**src/rtl/wb_slave_regfile.sv**
```systemverilog
// rtl/wb_slave_regfile.sv - Wishbone classic slave register bank with byte enables, wait states and error termination
module wb_slave_regfile #(
    parameter int                    ADDR_WIDTH  = 8,
    parameter int                    DATA_WIDTH  = 32,
    parameter int                    NUM_REGS    = 16,
    parameter int                    WAIT_STATES = 0,
    parameter logic [DATA_WIDTH-1:0] RESET_VALUE = '0
) (
    input  logic                    clk_i,
    input  logic                    rst_i,
    input  logic [ADDR_WIDTH-1:0]   adr_i,
    input  logic [DATA_WIDTH-1:0]   dat_i,
    output logic [DATA_WIDTH-1:0]   dat_o,
    input  logic [DATA_WIDTH/8-1:0] sel_i,
    input  logic                    we_i,
    input  logic                    cyc_i,
    input  logic                    stb_i,
    output logic                    ack_o,
    output logic                    err_o
);

    localparam int                  NUM_LANES = DATA_WIDTH / 8;
    localparam int                  IDX_W     = (NUM_REGS > 1) ? $clog2(NUM_REGS) : 1;
    localparam logic [ADDR_WIDTH:0] REG_LIMIT = (ADDR_WIDTH + 1)'(NUM_REGS);
    localparam logic [3:0]          WAIT_LOAD = 4'(WAIT_STATES);

    typedef enum logic [1:0] {IDLE, WAIT, RESP, TURN} state_t;

    state_t                  state;
    logic [3:0]              wait_cnt;
    logic [ADDR_WIDTH-1:0]   adr_q;
    logic [DATA_WIDTH-1:0]   dat_q;
    logic [NUM_LANES-1:0]    sel_q;
    logic                    we_q;
    logic [DATA_WIDTH-1:0]   regs [NUM_REGS];

    // With no wait states the response is built in the same edge that accepts
    // the request, so the address/direction come straight from the bus.
    logic [ADDR_WIDTH-1:0]   req_adr;
    logic                    req_we;
    logic                    req_ok;
    logic [DATA_WIDTH-1:0]   req_rdata;

    assign req_adr   = (state == IDLE) ? adr_i : adr_q;
    assign req_we    = (state == IDLE) ? we_i  : we_q;
    assign req_ok    = {1'b0, req_adr} < REG_LIMIT;
    assign req_rdata = regs[req_adr[IDX_W-1:0]];

    always_ff @(posedge clk_i or posedge rst_i) begin
        if (rst_i) begin
            state    <= IDLE;
            wait_cnt <= '0;
            adr_q    <= '0;
            dat_q    <= '0;
            sel_q    <= '0;
            we_q     <= 1'b0;
            ack_o    <= 1'b0;
            err_o    <= 1'b0;
            dat_o    <= '0;
            for (int r = 0; r < NUM_REGS; r++) begin
                regs[r] <= RESET_VALUE;
            end
        end else begin
            ack_o <= 1'b0;
            err_o <= 1'b0;
            dat_o <= '0;
            case (state)
                IDLE: begin
                    if (cyc_i && stb_i) begin
                        adr_q    <= adr_i;
                        dat_q    <= dat_i;
                        sel_q    <= sel_i;
                        we_q     <= we_i;
                        wait_cnt <= WAIT_LOAD;
                        if (WAIT_STATES > 0) begin
                            state <= WAIT;
                        end else begin
                            state <= RESP;
                            ack_o <= req_ok;
                            err_o <= !req_ok;
                            dat_o <= (req_ok && !req_we) ? req_rdata : '0;
                        end
                    end
                end
                WAIT: begin
                    if (!cyc_i) begin
                        state <= IDLE;
                    end else if (wait_cnt == 4'd1) begin
                        state <= RESP;
                        ack_o <= req_ok;
                        err_o <= !req_ok;
                        dat_o <= (req_ok && !req_we) ? req_rdata : '0;
                    end else begin
                        wait_cnt <= wait_cnt - 4'd1;
                    end
                end
                RESP: begin
                    // ack_o is high here exactly when the latched address is in range
                    if (ack_o && we_q) begin
                        for (int b = 0; b < NUM_LANES; b++) begin
                            if (sel_q[b]) begin
                                regs[adr_q[IDX_W-1:0]][8*b +: 8] <= dat_q[8*b +: 8];
                            end
                        end
                    end
                    state <= TURN;
                end
                TURN: begin
                    state <= IDLE;
                end
                default: begin
                    state <= IDLE;
                end
            endcase
        end
    end

endmodule

```
**config.mk**
```make
export PLATFORM = sky130hd
export DESIGN_NAME = wb_slave_regfile
export DESIGN_NICKNAME = d
export VERILOG_FILES = /design/src/rtl/wb_slave_regfile.sv
export SDC_FILE = /design/constraint.sdc
export NUM_CORES = 1
export LEC_CHECK = 0
export BUFFER_PORTS_ARGS = -buffer_cell sky130_fd_sc_hd__buf_2
export CORE_MARGIN = 4
export CORE_UTILIZATION = 40
export CTS_CLUSTER_DIAMETER = 200
export DETAILED_ROUTE_END_ITERATION = 8
export SKIP_LAST_GASP = 1
export SYNTH_ARGS = -nofsm -noshare
export SYNTH_HDL_FRONTEND = slang
export SYNTH_SLANG_ARGS = --single-unit
```
**constraint.sdc**
```tcl
create_clock -name clk_i -period 17.05 [get_ports clk_i]
set_input_delay 1.705 -clock clk_i [delete_from_list [all_inputs] [get_ports clk_i]]
set_output_delay 1.705 -clock clk_i [all_outputs]
set_load 0.05 [all_outputs]
```
After elaboration in Yosys (flattened, before gate mapping)
Cells that the tools add are included.
{"block": "classes", "add_sub_neg": 1, "n_lt_le_gt_ge": 4, "n_eq_ne": 8, "n_mux": 48, "n_bitwise": 2, "reduce_logical": 12}
{"cell": "512-bit 2-to-1 mux", "n": 10}
{"cell": "512-bit bitwise mux", "n": 4}
{"cell": "32-bit demux with 4-bit select", "n": 4}
{"cell": "32-bit 2-to-1 mux", "n": 7}
{"cell": "32-bit binary-select mux with 4-bit select", "n": 1}
{"cell": "32-bit one-hot mux with 2 select lines", "n": 1}
{"cell": "24-bit 2-to-1 mux", "n": 1}
{"cell": "16-bit 2-to-1 mux", "n": 1}
{"cell": "8-bit 2-to-1 mux", "n": 2}
{"cell": "4-bit 2-to-1 mux", "n": 3}
{"cell": "5-bit greater-or-equal comparator (second input constant)", "n": 2}
{"cell": "4-bit NOT with 5-bit output", "n": 2}
{"cell": "8-bit by 5-bit less-than comparator with 1-bit output (second input constant)", "n": 1}
{"cell": "2-bit one-hot mux with 4 select lines", "n": 1}
{"cell": "4-bit one-hot mux with 2 select lines", "n": 1}
{"cell": "1-bit 2-to-1 mux", "n": 7}
{"cell": "2-bit 2-to-1 mux", "n": 3}
{"cell": "2-bit AND reduction", "n": 3}
{"cell": "5-bit by 1-bit less-than comparator with 1-bit output (second input constant)", "n": 1}
{"cell": "2-bit equality test (second input constant)", "n": 2}
{"cell": "4-bit by 1-bit equality test with 1-bit output (second input constant)", "n": 1}
{"cell": "1-bit logical AND", "n": 4}
{"cell": "2-bit inequality test (second input constant)", "n": 2}
{"cell": "1-bit one-hot mux with 2 select lines", "n": 2}
{"cell": "8 further kinds", "n": 9}
{"block": "totals", "ff_bits": 597, "in_bits": 49, "out_inout_bits": 34, "wordCells": 100}

Longest topological paths before layout
{"block": "depth", "word_depth": 19, "mapped_depth": 10, "mapped_depth_nobuf": 7}

Worst setup path after synthesis
No wires, ideal clock.
{"block": "synth_path", "path_kind": "in2reg", "startpoint": "in adr_i[0]", "endpoint": "reg dat_o[16]", "setup_time_ns": 0.122, "arrival_ns": 3.213, "slack_ns": 13.716, "path_stages": 8, "path_buffers": 3, "path_cell_list": "buf_2 buf_2 clkbuf_1 mux2i_1 nor2_1 o32ai_1 a31oi_1 a32o_1"}
{"block": "synth_between", "elab_chain_cells": 9, "word_cells_on_any_way": 12}
{"element": "start, declared", "line": "11", "rtl": "input logic [ADDR_WIDTH-1:0] adr_i,"}
{"element": "8-bit 2-to-1 mux *", "line": "44", "rtl": "assign req_adr = (state == IDLE) ? adr_i : adr_q;"}
{"element": "4-bit NOT with 5-bit output (implied by the code)", "line": "47", "rtl": "assign req_rdata = regs[req_adr[IDX_W-1:0]];"}
{"element": "32-bit binary-select mux with 4-bit select", "line": "47"}
{"element": "32-bit 2-to-1 mux (implied by the code) (2 in a row)", "line": "47"}
{"element": "32-bit 2-to-1 mux *", "line": "81, 92"}
{"element": "32-bit 2-to-1 mux", "line": "88", "rtl": "end else if (wait_cnt == 4'd1) begin"}
{"element": "32-bit 2-to-1 mux", "line": "86", "rtl": "if (!cyc_i) begin"}
{"element": "32-bit one-hot mux with 2 select lines *", "line": "67", "rtl": "case (state)"}
{"element": "end signal, assigned", "line": "81", "rtl": "dat_o <= (req_ok && !req_we) ? req_rdata : '0;"}
{"element": "end signal, assigned", "line": "92", "rtl": "dat_o <= (req_ok && !req_we) ? req_rdata : '0;"}
{"element": "end, declared", "line": "13", "rtl": "output logic [DATA_WIDTH-1:0] dat_o,"}
Mark *: on every way between the ends. The rest lies on a longest branch, timed or not. The select of a mux whose other input is x is not followed.
A chain may end at the register's enable or synchronous reset.

Final worst setup path
{"block": "layout_path", "startpoint": "in adr_i[0]", "endpoint": "reg dat_o[4]"}
The elaborated chain is that of the path after synthesis.

==> impl_metrics.json <==
{
  "fp.coreArea_um2": 71900,
  "final_layout_size_suffix_gt1_share_pct": 32.0,
  "power-per-cell-area_nw_per_um2": 137,
  "finish.net_count": 2441,
  "first_pass_grt_wire_length_mm": 126,
  "critPathCaptureType": "flip-flop",
  "ys_dominant_reg_cell": "sky130_fd_sc_hd__dfrtp_1",
  "maximum_number_of_pins_on_one_net_before_global_route_repair": 184,
  "critical_path.startpoint_type": "input port",
  "tritoncts": "built",
  "netlist.top_cell.by_area": "sky130_fd_sc_hd__dfrtp_1",
  "clk_pin_slew_ns": 0.06,
  "detail_route.vias_per_cell": 5.79,
  "critPathMaxStageDelay_ns": 0.87,
  "drt-pass1-iter-count": 9,
  "critical_path.reg2reg.startpoint": "state[0]$_DFFE_PP0P_",
  "synthesis.nets": 2432,
  "routed_wl_mm": 83.0,
  "fin_ws_ns": 12.51,
  "post-place-ws_ns": 11.92,
  "vias": 19600,
  "drv_slew": 0,
  "hp-class": "reg2reg",
  "grt_use_total_pct": 21.2,
  "path_cells": "buf_6, or3b_1, nand2_4, buf_4, a211oi_1, a2111oi_0, a31o_1",
  "critical_path.n_buffers_inverters": 2,
  "worst-path-max-fanout": 80,
  "hold_path_end": "regs[101]$_DFFE_PP0P_",
  "clock_skew_ns": 0.0282,
  "post-cts-setup-buffers": 0,
  "worst_r2r_path_depth": 7,
  "dpl.hpwl_mm": 49.8,
  "synthesis.area_um2": 29100,
  "detail_route.wl_per_cell_um": 24.5,
  "criticalPathCategory": "in2reg",
  "synth_area_per_cell_um2": 12.2,
  "synth-warning-count": 0,
  "cp_data_arrival_time_ns": 5.07,
  "synth_seq_area_share_pct": 51.3,
  "die_h_um": 278,
  "syn-instance-count": 2381,
  "numClockSinks": 597,
  "timing.final.setup_violations": 0,
  "synthDominantCellAreaShare_pct": 51.3,
  "clock_tree.buffer_depth": 3,
  "num_rows": 98,
  "netlist-cell-type-count": 47,
  "clock_insertion_delay_worst_skew_ns": 0.61,
  "ant_nets": 0,
  "synth.area.top_cells": "sky130_fd_sc_hd__dfrtp_1, sky130_fd_sc_hd__mux2_2, sky130_fd_sc_hd__mux2i_1",
  "clock.fmax_mhz": 220,
  "maxSlewHeadroom_pct": 22.6,
  "final-hold-violation-count": 0,
  "hp-start": "regs[101]$_DFFE_PP0P_",
  "area_growth_pct": 11.8,
  "period_needed_ns": 4.54,
  "crit_slowest_cell": "sky130_fd_sc_hd__buf_4",
  "placed_area_um2": 30300,
  "grt_antenna_before_repair": 4,
  "drtIter0Drc": 1401,
  "cts-hold-fix-buffers": 0,
  "floorplan.initialDensity_pct": 40.5,
  "fp.dieArea_um2": 77200,
  "min_path_cells": 1,
  "placement.io_buffers": 82,
  "final_design_utilization_pct": 45.3,
  "worstReg2RegEnd": "dat_o[26]$_DFF_PP0_",
  "critical_path_depth": 7,
  "final_global_route_overflow_total": 0,
  "timing.final.crit_share_pct": 26.6,
  "cts_resized": 0,
  "timing.reg2reg.setup_slack_ns": 13.02,
  "power.total_uw": 4440,
  "gp_congestion": 0.793,
  "synth.ff_latch_count": 597,
  "crit_family": "buffers and inverters",
  "drv.max_cap_violation_count": 0,
  "clockRootBuffer": "sky130_fd_sc_hd__clkbuf_16",
  "grt_pass1_vias": 20500,
  "count_of_unresolved_drc_violations_after_routing": 0,
  "timing.setup.tns_ns": 0,
  "worst_slew_pin_slew_ns": 1.15,
  "number_of_flops_mapped_to_enable_cells_by_yosys": 0,
  "htreeDepth": 3,
  "cp.required_ns": 17.58,
  "outcome": "completed",
  "finalInstanceArea_um2": 32600,
  "max-vdd-ir-drop_v": 0.000101,
  "synth-async-reset-ratio_pct": 100,
  "setup_repair_after_global_routing_missed_its_margin": "no",
  "design.portCount": 83,
  "p_leak_uw": 0.0158,
  "die-width_um": 278,
  "cts-buffers-inserted": 67
}
[logic make-up (layout without fill, tap and decap cells)]
group                    count (synthesis)  after routing  share of synthesized area, %
XOR/XNOR                                 2              2                        0.0602
other                                    0              2                             0
multiplexers                           862            862                          32.0
AO/OA/AOI/OAI                          253            253                          6.75
adder cells (fa/ha/maj)                  2              2                        0.0859
flip-flops                             597            597                          51.3
AND/OR/NAND/NOR                        490            490                          7.07
buffers and inverters                  175            234                          2.72
[flip-flops by register name (all words and copies together), names as in the netlist]
| register | flops |
|---|---|
| ack_o | 1 |
| we_q | 1 |
| dat_o | 32 |
| err_o | 1 |
| wait_cnt | 4 |
| sel_q | 4 |
| dat_q | 32 |
| regs | 512 |
| adr_q | 8 |
| state | 2 |
[cell usage in the layout (no fill, tap or decap), types with 3 or more instances in the layout]
| cell | n |
|---|---|
| sky130_fd_sc_hd__nor2_1 | 132 |
| sky130_fd_sc_hd__o31ai_1 | 6 |
| sky130_fd_sc_hd__inv_1 | 8 |
| sky130_fd_sc_hd__a31oi_1 | 62 |
| sky130_fd_sc_hd__a21oi_1 | 23 |
| sky130_fd_sc_hd__and2_1 | 4 |
| sky130_fd_sc_hd__a31oi_4 | 3 |
| sky130_fd_sc_hd__a31o_2 | 3 |
| sky130_fd_sc_hd__mux2_1 | 3 |
| sky130_fd_sc_hd__a31o_1 | 9 |
| sky130_fd_sc_hd__nor2b_1 | 22 |
| sky130_fd_sc_hd__nor4_1 | 5 |
| sky130_fd_sc_hd__o32ai_1 | 49 |
| sky130_fd_sc_hd__bufinv_16 | 6 |
| sky130_fd_sc_hd__o21ai_0 | 6 |
| sky130_fd_sc_hd__a211oi_1 | 36 |
| sky130_fd_sc_hd__dfrtp_1 | 596 |
| sky130_fd_sc_hd__a2111oi_0 | 5 |
| sky130_fd_sc_hd__nand2_1 | 260 |
| sky130_fd_sc_hd__buf_4 | 22 |
| sky130_fd_sc_hd__clkbuf_16 | 71 |
| sky130_fd_sc_hd__nand3_1 | 29 |
| sky130_fd_sc_hd__a32o_1 | 23 |
| sky130_fd_sc_hd__buf_2 | 81 |
| sky130_fd_sc_hd__a2111o_1 | 6 |
| sky130_fd_sc_hd__and3_1 | 15 |
| sky130_fd_sc_hd__mux2i_1 | 307 |
| sky130_fd_sc_hd__nor4b_1 | 3 |
| sky130_fd_sc_hd__clkbuf_1 | 16 |
| sky130_fd_sc_hd__o22ai_1 | 6 |
| sky130_fd_sc_hd__o32a_1 | 9 |
| sky130_fd_sc_hd__clkinv_2 | 9 |
| sky130_fd_sc_hd__a2111oi_2 | 5 |
| sky130_fd_sc_hd__clkbuf_8 | 16 |
| sky130_fd_sc_hd__mux2_2 | 552 |
| sky130_fd_sc_hd__nor3_1 | 7 |
[worst max-delay path by stage]
stage	startpoint	to	slack [ns]
after floorplan	rst_i	ack_o$_DFF_PP0_	7.20
after global routing	rst_i	adr_q[0]$_DFFE_PP0P_	12.23
final	adr_i[0]	dat_o[4]$_DFF_PP0_	12.51
after global placement	adr_i[0]	dat_o[12]$_DFF_PP0_	11.93
after CTS	adr_i[0]	dat_o[4]$_DFF_PP0_	12.55
after detailed placement	adr_i[0]	dat_o[4]$_DFF_PP0_	11.92
[synthesized netlist by cell type, types with 15 or more instances]
cell / instances
sky130_fd_sc_hd__dfrtp_1: 597
sky130_fd_sc_hd__mux2_2: 552
sky130_fd_sc_hd__mux2i_1: 307
sky130_fd_sc_hd__nand2_1: 260
sky130_fd_sc_hd__nor2_1: 133
sky130_fd_sc_hd__buf_2: 77
sky130_fd_sc_hd__clkbuf_1: 77
sky130_fd_sc_hd__a31oi_1: 64
sky130_fd_sc_hd__o32ai_1: 49
sky130_fd_sc_hd__a211oi_1: 36
sky130_fd_sc_hd__nand3_1: 29
sky130_fd_sc_hd__a21oi_1: 23
sky130_fd_sc_hd__a32o_1: 23
sky130_fd_sc_hd__nor2b_1: 22
sky130_fd_sc_hd__and3_1: 15
[per-layer routing]
layer  global-route usage (%)  wire [µm]  up-vias
met5                        0         13        -
met4                     8.34       2860        2
met2                     33.9      38600      546
met1                     28.6      36600    10200
li1                         -          -     8698
met3                     4.01       4910      165
[power by group]
| group | internal (µW) | switching (µW) |
|---|---|---|
| Combinational | 372 | 812 |
| Sequential | 1490 | 274 |
| Clock | 920 | 581 |
| Total | 2780 | 1670 |
[area by class of cell]
| type | instances | area (µm²) |
|---|---|---|
| Fill cell | 6541 | 39300 |
| Sequential cell | 597 | 14900 |
| Multi-Input combinational cell | 1609 | 13500 |
| Clock buffer | 103 | 2060 |
| Tap cell | 950 | 1190 |
| Timing Repair Buffer | 106 | 622 |
| Clock inverter | 16 | 234 |
| Inverter | 9 | 37.5 |
| Antenna cell | 2 | 5.00 |
[through the flow]
| stage | hold WS, ns | cells |
|---|---|---|
| 5_1_grt | 0.509 | 3392 |
| 3_3_place_gp | 0.477 | 3271 |
| 3_5_place_dp | 0.484 | 3271 |
| 6_report | 0.498 | 3392 |
| 4_1_cts | 0.497 | 3390 |
| 2_1_floorplan | 0.464 | 2381 |
Note: power is estimated with default switching activity, not from simulation.
